--- src/rtl/ervp_axi_burst_initiator.sv ---
// rtl/ervp_axi_burst_initiator.sv - single-outstanding AXI INCR burst initiator
// Turns a command plus write/read streams into AXI bursts; one transaction in flight at a time.
module ervp_axi_burst_initiator #(
  parameter int BW_ADDR    = 32,
  parameter int BW_DATA    = 32,
  parameter int BW_AXI_TID = 4,
  parameter int TID_VALUE  = 0
) (
  input  logic                    clk,
  input  logic                    rstnn,

  input  logic                    cmd_valid,
  output logic                    cmd_ready,
  input  logic                    cmd_write,
  input  logic [BW_ADDR-1:0]      cmd_addr,
  input  logic [7:0]              cmd_len,

  input  logic                    wr_valid,
  output logic                    wr_ready,
  input  logic [BW_DATA-1:0]      wr_data,
  input  logic [BW_DATA/8-1:0]    wr_strb,

  output logic                    rd_valid,
  input  logic                    rd_ready,
  output logic [BW_DATA-1:0]      rd_data,
  output logic                    rd_last,

  output logic                    done,
  output logic                    done_error,

  output logic [BW_AXI_TID-1:0]   sxawid,
  output logic [BW_ADDR-1:0]      sxawaddr,
  output logic [7:0]              sxawlen,
  output logic [2:0]              sxawsize,
  output logic [1:0]              sxawburst,
  output logic                    sxawvalid,
  input  logic                    sxawready,

  output logic [BW_AXI_TID-1:0]   sxwid,
  output logic [BW_DATA-1:0]      sxwdata,
  output logic [BW_DATA/8-1:0]    sxwstrb,
  output logic                    sxwlast,
  output logic                    sxwvalid,
  input  logic                    sxwready,

  input  logic [BW_AXI_TID-1:0]   sxbid,
  input  logic [1:0]              sxbresp,
  input  logic                    sxbvalid,
  output logic                    sxbready,

  output logic [BW_AXI_TID-1:0]   sxarid,
  output logic [BW_ADDR-1:0]      sxaraddr,
  output logic [7:0]              sxarlen,
  output logic [2:0]              sxarsize,
  output logic [1:0]              sxarburst,
  output logic                    sxarvalid,
  input  logic                    sxarready,

  input  logic [BW_AXI_TID-1:0]   sxrid,
  input  logic [BW_DATA-1:0]      sxrdata,
  input  logic [1:0]              sxrresp,
  input  logic                    sxrlast,
  input  logic                    sxrvalid,
  output logic                    sxrready
);

  localparam logic [2:0]         AXSIZE   = 3'($clog2(BW_DATA/8));
  localparam logic [BW_ADDR-1:0] LSB_MASK = BW_ADDR'(BW_DATA/8 - 1);

  typedef enum logic [2:0] {S_IDLE, S_AW, S_W, S_B, S_AR, S_R} state_t;

  state_t               state, state_next;
  logic [BW_ADDR-1:0]   addr_q;
  logic [7:0]           len_q;
  logic [7:0]           beat_cnt;
  logic                 err_q;
  logic                 done_q;
  logic                 done_err_q;

  logic cmd_hs, w_hs, w_last, b_hs, r_hs, r_last_hs;

  assign cmd_hs    = (state == S_IDLE) && cmd_valid;
  assign w_last    = (beat_cnt == len_q);
  assign w_hs      = (state == S_W) && wr_valid && sxwready;
  assign b_hs      = (state == S_B) && sxbvalid;
  assign r_hs      = (state == S_R) && sxrvalid && rd_ready;
  assign r_last_hs = r_hs && sxrlast;

  // IDs are single-valued, so returned IDs carry no information
  logic unused_ids;
  assign unused_ids = ^{sxbid, sxrid};

  always_ff @(posedge clk or negedge rstnn) begin
    if (!rstnn) state <= S_IDLE;
    else        state <= state_next;
  end

  always_comb begin
    state_next = state;
    case (state)
      S_IDLE: if (cmd_valid) state_next = cmd_write ? S_AW : S_AR;
      S_AW:   if (sxawready) state_next = S_W;
      S_W:    if (w_hs && w_last) state_next = S_B;
      S_B:    if (sxbvalid) state_next = S_IDLE;
      S_AR:   if (sxarready) state_next = S_R;
      S_R:    if (r_last_hs) state_next = S_IDLE;
      default: state_next = S_IDLE;
    endcase
  end

  always_ff @(posedge clk or negedge rstnn) begin
    if (!rstnn) begin
      addr_q     <= '0;
      len_q      <= '0;
      beat_cnt   <= '0;
      err_q      <= 1'b0;
      done_q     <= 1'b0;
      done_err_q <= 1'b0;
    end else begin
      if (cmd_hs) begin
        addr_q   <= cmd_addr & ~LSB_MASK;
        len_q    <= cmd_len;
        beat_cnt <= '0;
        err_q    <= 1'b0;
      end else begin
        if (w_hs) beat_cnt <= beat_cnt + 8'd1;
        if ((b_hs && sxbresp != 2'b00) || (r_hs && sxrresp != 2'b00)) err_q <= 1'b1;
      end
      // the final response beat is folded in directly so its status is not lost
      done_q     <= b_hs || r_last_hs;
      done_err_q <= (b_hs && (err_q || sxbresp != 2'b00)) ||
                    (r_last_hs && (err_q || sxrresp != 2'b00));
    end
  end

  always_comb begin
    cmd_ready = 1'b0;
    sxawvalid = 1'b0;
    sxwvalid  = 1'b0;
    wr_ready  = 1'b0;
    sxbready  = 1'b0;
    sxarvalid = 1'b0;
    sxrready  = 1'b0;
    rd_valid  = 1'b0;
    rd_last   = 1'b0;
    case (state)
      S_IDLE: cmd_ready = 1'b1;
      S_AW:   sxawvalid = 1'b1;
      S_W: begin
        sxwvalid = wr_valid;
        wr_ready = sxwready;
      end
      S_B:    sxbready  = 1'b1;
      S_AR:   sxarvalid = 1'b1;
      S_R: begin
        sxrready = rd_ready;
        rd_valid = sxrvalid;
        rd_last  = sxrlast;
      end
      default: cmd_ready = 1'b0;
    endcase
  end

  assign sxawid    = BW_AXI_TID'(TID_VALUE);
  assign sxawaddr  = addr_q;
  assign sxawlen   = len_q;
  assign sxawsize  = AXSIZE;
  assign sxawburst = 2'b01;

  assign sxwid     = BW_AXI_TID'(TID_VALUE);
  assign sxwdata   = wr_data;
  assign sxwstrb   = wr_strb;
  assign sxwlast   = w_last;

  assign sxarid    = BW_AXI_TID'(TID_VALUE);
  assign sxaraddr  = addr_q;
  assign sxarlen   = len_q;
  assign sxarsize  = AXSIZE;
  assign sxarburst = 2'b01;

  assign rd_data    = sxrdata;
  assign done       = done_q;
  assign done_error = done_err_q;

endmodule

--- config.mk ---
export PLATFORM = sky130hd
export DESIGN_NAME = ervp_axi_burst_initiator
export DESIGN_NICKNAME = d
export VERILOG_FILES = /design/src/rtl/ervp_axi_burst_initiator.sv
export SDC_FILE = /design/constraint.sdc
export NUM_CORES = 1
export LEC_CHECK = 0
export CAP_MARGIN = 30
export CORE_AREA = 2 2 120 122
export DETAILED_ROUTE_END_ITERATION = 8
export DIE_AREA = 0 0 122 124
export GPL_ROUTABILITY_DRIVEN = 0
export PLACE_DENSITY = 0.67
export SETUP_SLACK_MARGIN = 0.02
export SKIP_CTS_REPAIR_TIMING = 1
export SYNTH_ARGS = -nofsm -noshare
export SYNTH_HDL_FRONTEND = slang
export SYNTH_SLANG_ARGS = --single-unit
--- constraint.sdc ---
create_clock -name clk -period 2.4 [get_ports clk]
set_clock_uncertainty 0.15 [all_clocks]
set_input_delay 0.36 -clock clk [delete_from_list [all_inputs] [get_ports clk]]
set_output_delay 0.36 -clock clk [all_outputs]
set_load 0.02 [all_outputs]
Word level (Yosys, flattened, before mapping). Cells that the tools add are included.

Register bits: 52. Output and inout port bits: 182. Word-level logic and storage cells: 64.

Reduce and logical (&&, ||, !) cells: 23. Mux-type cells: 21. Equality and inequality tests: 12. Add/sub/neg operators: 1.

Operators with widths (count): two-way mux 3 bit (7); case mux 3 bit (6 select lines) (1); two-way mux 8 bit (2); logical AND 1 bit (12); two-way mux 1 bit (11); != test 2 bit, second input constant (5); adder 8 x 1 -> 8 bit, second input constant (1); equality test 8 bit (1); nonzero test 2 bit (4); equality test 3 x 2 -> 1 bit, second input constant (2); equality test 3 bit, second input constant (2); AND reduction 6 bit (1); logical OR 1 bit (5); equality test 3 x 1 -> 1 bit, second input constant (1); zero test 3 bit (1); != test 2 x 1 -> 1 bit, second input constant (1).

Longest topological paths before layout. Gate-level depths: netlist of run 1.

Depth after elaboration: 7. Mapped depth: 6. Mapped depth without buffers: 5.

Worst setup path after synthesis of run 1. No wires, ideal clock.

Path type: register to register. Start: register state[0]. End: register addr_q[15], in the netlist sxaraddr[15]. Stages on the path, launching flop included: 7. Arrival time: 1.952 ns. Library setup time: 0.125 ns. Setup slack: 0.173 ns. Path through: dfrtp_1 buf_2 nor3_1 and2_1 buf_2 buf_4 mux2_2.

Cells in the longest elaborated chain, start to end: 2.

RTL lines: start, declared (line 72) `state_t state, state_next;`; start signal, assigned (line 95) `else state <= state_next;`; zero test 3 bit (line 82) `assign cmd_hs = (state == S_IDLE) && cmd_valid;`; logical AND 1 bit (line 82); end signal, assigned (line 121) `addr_q <= cmd_addr & ~LSB_MASK;`; end, declared (line 73) `logic [BW_ADDR-1:0] addr_q;`.

Every way passes these cells. A chain may end at the register's enable or synchronous reset.

Worst setup path in the final report of run 1.
Start: register state[1]. End: output sxawvalid.

Cells in the longest elaborated chain, start to end: 2.

RTL lines: equality test 3 x 1 -> 1 bit (line 146) `case (state)`; two-way mux 1 bit (line 146); end, declared (line 36) `output logic sxawvalid,`.

Every way passes these cells.

==> results by group, run 1 <==
Final layout
  • Fillers: 1406
  • Reg area: 1300 um2
  • Post-layout util: 0.309
  • Final net count: 490
  • N_diodes: 0
  • Multi-input gate area: 1070 um2
  • Area Overhead vs Synth: 27.1%
  • Share of cells above drive strength 1: 0.159

Yosys
  • Mean cell area of the mapped netlist: 10.4 um2
  • Most common flop cell mapped by yosys: dfrtp_1
  • Largest cells by area after synthesis: dfrtp_1 39%, buf_4 30%, mux2_2 13%
  • Number of library cell types mapped by synthesis: 35
  • Top-count cell post-synth: buf_4
  • Synth Instances: 322
  • Async SR Flop Fraction: 1.00
  • Yosys warnings: 0
  • Synth top area share: 0.390
  • Seq/Total Area, Yosys: 0.390
  • Post-synth EDFFs: 0
  • Synth area leader: dfrtp_1
  • Register bit total from synthesis: 52
  • Post-synthesis cell area: 3330 um2
  • Synth top cells by count: 135 x buf_4, 52 x dfrtp_1, 38 x mux2_2

Placed design
  • Port-buffer cells: 141
  • Post-DP HPWL: 5950 um

CTS
  • Clk_lat worst skew: 0.29 ns
  • CTS Buf Count: 5
  • CTS tree: yes
  • CTS H-tree depth: 2
  • Total clock sinks: 52
  • CTS clock-pin slew for the worst setup and hold paths: 0.07 ns
  • CTS Root Cell: clkbuf_16
  • Clock buffer depth: 2

STA
  • Highest clock rate: 437 MHz
  • Final Max Slew Viols: 0
  • Setup Viol. Count Final: 0
  • Final Hold Fails: 0
  • Final hold slack: 0.367 ns
  • Unrepaired setup endpoints after global routing: no
  • Final Critical Period: 2.29 ns
  • Period utilisation layout: 0.954

Floorplan
  • # IOs: 314
  • Chip width: 122 um
  • Initial Util: 0.243
  • Row count: 43
  • Die H: 124 um
  • Die ar.: 15100 um2
  • Core Area: 13700 um2

Routing
  • Routed vias/inst: 3.95
  • Initial DRC count: 31
  • Drt total wl: 7520 um
  • DR vias: 2126
  • Router iterations before antenna repair: 4
  • Residual DRC: 0
  • Routed Antenna Nets: 0
  • DR WL/cell: 14.0 um

Critical path
  • Critical path required time: 1.89 ns
  • Worst R2R Start: state[2]$_DFFE_PN0P_
  • Worst setup EP type: output pin
  • Crit. Startpoint: state[1]$_DFFE_PN0P_
  • Critical Path Source Type: flop
  • Setup CP Type: flop to output pin
  • CP max FO: 10
  • WP data arrival: 1.78 ns

GRT
  • First-pass GRT wire length: 10700 um
  • Initial antenna violation count: 0
  • Pin count of the biggest net entering global routing: 48
  • Gr ovfl total: 0
  • Number of global-route vias before repair: 2059
  • Tot GR Track Use: 0.0906

Pwr
  • Switching part of the total: 0.396
  • Leakage: 1.73 nW
  • Overall power: 5.90 mW
  • Clock Power Share: 0.138
  • Max rail drop VDD: 0.000426 V
  • Sw power: 2.34 mW
  • Power share of the sequential group: 0.283
  • PwrDens: 1390 nW/um2
  • Power share of the combinational group: 0.579
  • Pint: 3.57 mW

Worst hold path
  • Worst hold path class: input pin to async pin

Job
  • Max-Cap Viols: 0

Status
  • Status: complete, no violations
[power by group through the flow]
stage	sequential, mW	combinational, mW	clock (mW)
2_1_floorplan	1.98	2.06	0
3_3_place_gp	1.67	3.42	0
3_5_place_dp	1.70	3.45	0
4_1_cts	1.68	3.46	0.860
5_1_grt	1.75	3.61	0.896
6_report	1.67	3.42	0.817
[path summary, 6_finish.rpt]
path / endpoint / slack [ns] / cells past startpoint
worst max-delay path: sxawvalid / 0.11 / 3
worst min-delay path: sxaraddr[27]$_DFFE_PN0P_ / 0.37 / 2
worst max register to register: beat_cnt[7]$_DFFE_PN0P_ / 0.38 / 5
worst min register to register: sxaraddr[8]$_DFFE_PN0P_ / 0.38 / 1
max in group asynchronous: sxaraddr[7]$_DFFE_PN0P_ / 1.07 / 3
min in group clk: sxaraddr[8]$_DFFE_PN0P_ / 0.38 / 1
[through the flow]
stage	setup TNS (ns)	instances	worst slack, ns	cell area (um2)
2_1_floorplan	0	346	0.173	3420
3_3_place_gp	0	529	0.239	4050
3_5_place_dp	0	529	0.240	4050
4_1_cts	-0.0576	537	-0.0576	4220
5_1_grt	0	538	0.0226	4240
6_report	0	538	0.110	4240
[placed cells by master, fill, tap and decap left out, types with 2 or more instances in the layout]
master	instances
a211o_1	2
a21oi_1	3
a22oi_1	2
and3_1	5
buf_4	4
clkbuf_16	5
clkdlybuf4s50_1	138
conb_1	26
dfrtp_1	51
dlymetal6s2s_1	2
mux2_2	38
nand2_1	7
nand3_1	3
nand4_1	6
nor2_1	15
nor2_2	2
nor3_1	6
nor4_1	2
o22ai_1	2
xnor2_1	15
[critical path, cell delays in order, from the launching register on]
cell             delay, ns
dfrtp_1               0.48
buf_4                 0.21
nor3b_1               0.18
clkdlybuf4s50_1       0.63
[metal layers]
metal  GRT usage  vias to the layer above  part of all wire
li1            -                      971                 -
met3      0.0234                       28             0.076
met1      0.0974                     1018              0.35
met2       0.167                      109              0.55
met4      0.0402                        0             0.025
met5           0                        -                 0
[sequential cells by signal (all words and copies together), names as in the netlist]
signal and count:
done 1, sxaraddr 30, state 3, err_q 1
sxarlen 8, done_error 1, beat_cnt 8
[final cells by class]
type                       count  area share
clock inverter                 2     0.00915
clock buffer                   6      0.0304
timing repair buffer         147       0.347
sequential                    52       0.307
multi-input combinational    150       0.252
tap                          180      0.0531
inverter                       1    0.000886
[kinds of logic after synthesis]
logic type / count (synthesis) / synth area share
DFF: 52 / 0.390
buffers and inverters: 144 / 0.318
other: 2 / 0.00225
adders and majority gates: 1 / 0.00375
xor gates and xnor gates: 15 / 0.0394
and+or+nand+nor: 56 / 0.0897
AOI/OAI and AO/OA: 14 / 0.0285
muxes: 38 / 0.128
No activity file was read; power rests on OpenSTA's default activity.
==> run 2, diff against run 1 <==
--- a/config.mk
+++ b/config.mk
@@ -10,7 +10,7 @@
 export DETAILED_ROUTE_END_ITERATION = 8
 export DIE_AREA = 0 0 122 124
 export GPL_ROUTABILITY_DRIVEN = 0
-export PLACE_DENSITY = 0.67
+export PLACE_DENSITY = 0.74
 export SETUP_SLACK_MARGIN = 0.02
 export SKIP_CTS_REPAIR_TIMING = 1
 export SYNTH_ARGS = -nofsm -noshare
==> run 2 against run 1 <==
The run now ends with negative hold slack left. Sequential power about the same. Clock power down 0.6%. Register-to-register slack better by 0.04 ns. Die area is the same. Routed wire length rose by 1.6%. Via count is essentially flat. Setup slack improved by 0.031 ns. Largest power group unchanged.
==> results by group, run 2 (synthesized netlist as in run 1, its figures left out) <==
Routing
  • Routed Antenna Nets: 0 (unchanged)
  • Routed vias/inst: 3.96 (+0.33%)
  • Residual DRC: 0 (unchanged)
  • DR WL/cell: 14.3 um (+2.0%)
  • Router iterations before antenna repair: 4 (unchanged)
  • Initial DRC count: 72 (+130%)
  • Drt total wl: 7640 um (+1.6%)
  • DR vias: 2125 (-0.047%)

Floorplan
  • Chip width: 122 um (unchanged)
  • # IOs: 314 (unchanged)
  • Row count: 43 (unchanged)
  • Initial Util: 0.243 (unchanged)
  • Core Area: 13700 um2 (unchanged)
  • Die H: 124 um (unchanged)
  • Die ar.: 15100 um2 (unchanged)

Critical path
  • Cells along the critical path: nor2b_4 > and3_1 > clkdlybuf4s50_1
  • Crit path buf inv count: 1 (-1)
  • CP max FO: 16 (+6)
  • Critical Path Source Type: flop
  • WP data arrival: 1.75 ns (-0.03 ns)
  • Slowest-stage cell, CP: clkdlybuf4s50_1
  • Biggest cell delay along the critical path: 0.60 ns (-0.03 ns)
  • Critical path's top delay family: buffers and inverters
  • Setup CP Type: flop to output pin
  • Worst setup EP type: output pin
  • Critical path required time: 1.89 ns (about the same)

STA
  • Final hold slack: -0.0517 ns (-0.419 ns)
  • Final Hold Fails: 27 (+27)
  • Final Max Slew Viols: 0 (unchanged)
  • Sum Neg Setup Slack: 0 ns (unchanged)
  • Final Critical Period: 2.26 ns (-0.0313 ns)
  • Final setup margin: 0.141 ns (+0.0313 ns)
  • Period utilisation layout: 0.941 (-0.0130)
  • Unrepaired setup endpoints after global routing: no
  • Setup Viol. Count Final: 0 (unchanged)
  • Measured slew at the worst slew-check pin: 0.686 ns
  • Highest clock rate: 443 MHz (+1.4%)
  • Relative max-transition margin: 0.543

Final layout
  • Most frequent cells in the layout: 137 x clkdlybuf4s50_1, 50 x dfrtp_1, 38 x mux2_2, 26 x conb_1
  • Area Overhead vs Synth: 27.1% (unchanged)
  • Commonest non-fill, non-tap cell in the layout: clkdlybuf4s50_1
  • N_diodes: 0 (unchanged)
  • Fillers: 1376 (-2.1%)
  • Max reg flops: 30 (unchanged)
  • Reg area: 1300 um2 (about the same)
  • Share of cells above drive strength 1: 0.160 (+0.000894)
  • Multi-input gate area: 1070 um2 (+0.47%)
  • Final net count: 488 (-0.41%)

CTS
  • CTS Root Cell: clkbuf_16
  • CTS H-tree depth: 2 (unchanged)
  • CTS tree: yes
  • CTS Buf Count: 5 (unchanged)
  • Clock buffer depth: 2 (unchanged)
  • CTS clock-pin slew for the worst setup and hold paths: 0.07 ns (about the same)
  • Clk_lat worst skew: 0.29 ns (about the same)
  • Total clock sinks: 52 (unchanged)

Status
  • Status: finished, violations left
  • Failing checks: negative hold slack

Pwr
  • Max rail drop VDD: 0.000464 V (+8.9%)
  • Leakage: 1.75 nW (+1.2%)
  • PwrDens: 1400 nW/um2 (+0.34%)

Worst hold path
  • Worst hold path class: input pin to async pin

Placed design
  • Pre-CTS WS: 0.234 ns (-0.00515 ns)
  • Port-buffer cells: 141 (unchanged)
  • Post-DP HPWL: 6030 um (+1.4%)

GRT
  • Number of global-route vias before repair: 2091 (+1.6%)
  • Gr ovfl total: 0 (unchanged)
  • First-pass GRT wire length: 10800 um (+1.4%)
  • Pin count of the biggest net entering global routing: 33 (-31%)
  • Initial antenna violation count: 0 (unchanged)
  • Tot GR Track Use: 0.0939 (+0.00326)

Job
  • Max-Cap Viols: 0 (unchanged)
[run 2: cell count changes in the layout (fill, tap and decap cells not counted), sizes merged]
cell	previous run	this run
buf	6	5
clkdlybuf4s50	138	137
clkinv	0	1
dlygate4sd3	1	0
dlymetal6s2s	2	3
inv	2	1
[run 2: path summary, 6_finish.rpt]
path,from,end,slack (ns),depth (start not counted)
max in group asynchronous,rstnn,sxaraddr[15]$_DFFE_PN0P_,1.55,2
hold reg to reg,sxaraddr[9]$_DFFE_PN0P_,sxaraddr[9]$_DFFE_PN0P_,0.38,1
min in group clk,sxaraddr[9]$_DFFE_PN0P_,sxaraddr[9]$_DFFE_PN0P_,0.38,1
hold / removal,rstnn,sxaraddr[29]$_DFFE_PN0P_,-0.05,1
setup reg to reg,state[2]$_DFFE_PN0P_,beat_cnt[7]$_DFFE_PN0P_,0.42,5
setup / recovery,state[1]$_DFFE_PN0P_,rd_valid,0.14,3
[run 2: power breakdown]
part	total, mW	internal [mW]	switching, mW
Sequential	1.69	1.27	0.419
Clock	0.812	0.491	0.321
Combinational	3.42	1.81	1.62
[run 2: per-layer routing]
layer	share of wire	track usage	routed length, um
met5	0	0	0
met4	0.023	0.0431	174
met3	0.069	0.0307	524
met2	0.56	0.180	4250
met1	0.35	0.0908	2690
[run 2: metrics by stage]
stage	cells	cell area [um2]	power [mW]	util	hold slack, ns
finish	536	4240	5.92	0.309	-0.0517
global placement	528	4060	5.09	0.296	0.279
global route	536	4240	6.30	0.309	0.00196
floorplan	346	3420	4.04	-	-0.0856
detailed placement	528	4060	5.17	0.296	0.298
CTS	536	4220	6.01	0.308	-0.0290
[run 2: area by class of cell]
cell class	count	share of cell area
Tap cell	180	0.0531
Sequential cell	52	0.308
Timing Repair Buffer	145	0.347
Inverter	1	0.000886
Multi-Input combinational cell	150	0.253
Clock buffer	6	0.0304
Clock inverter	2	0.00827
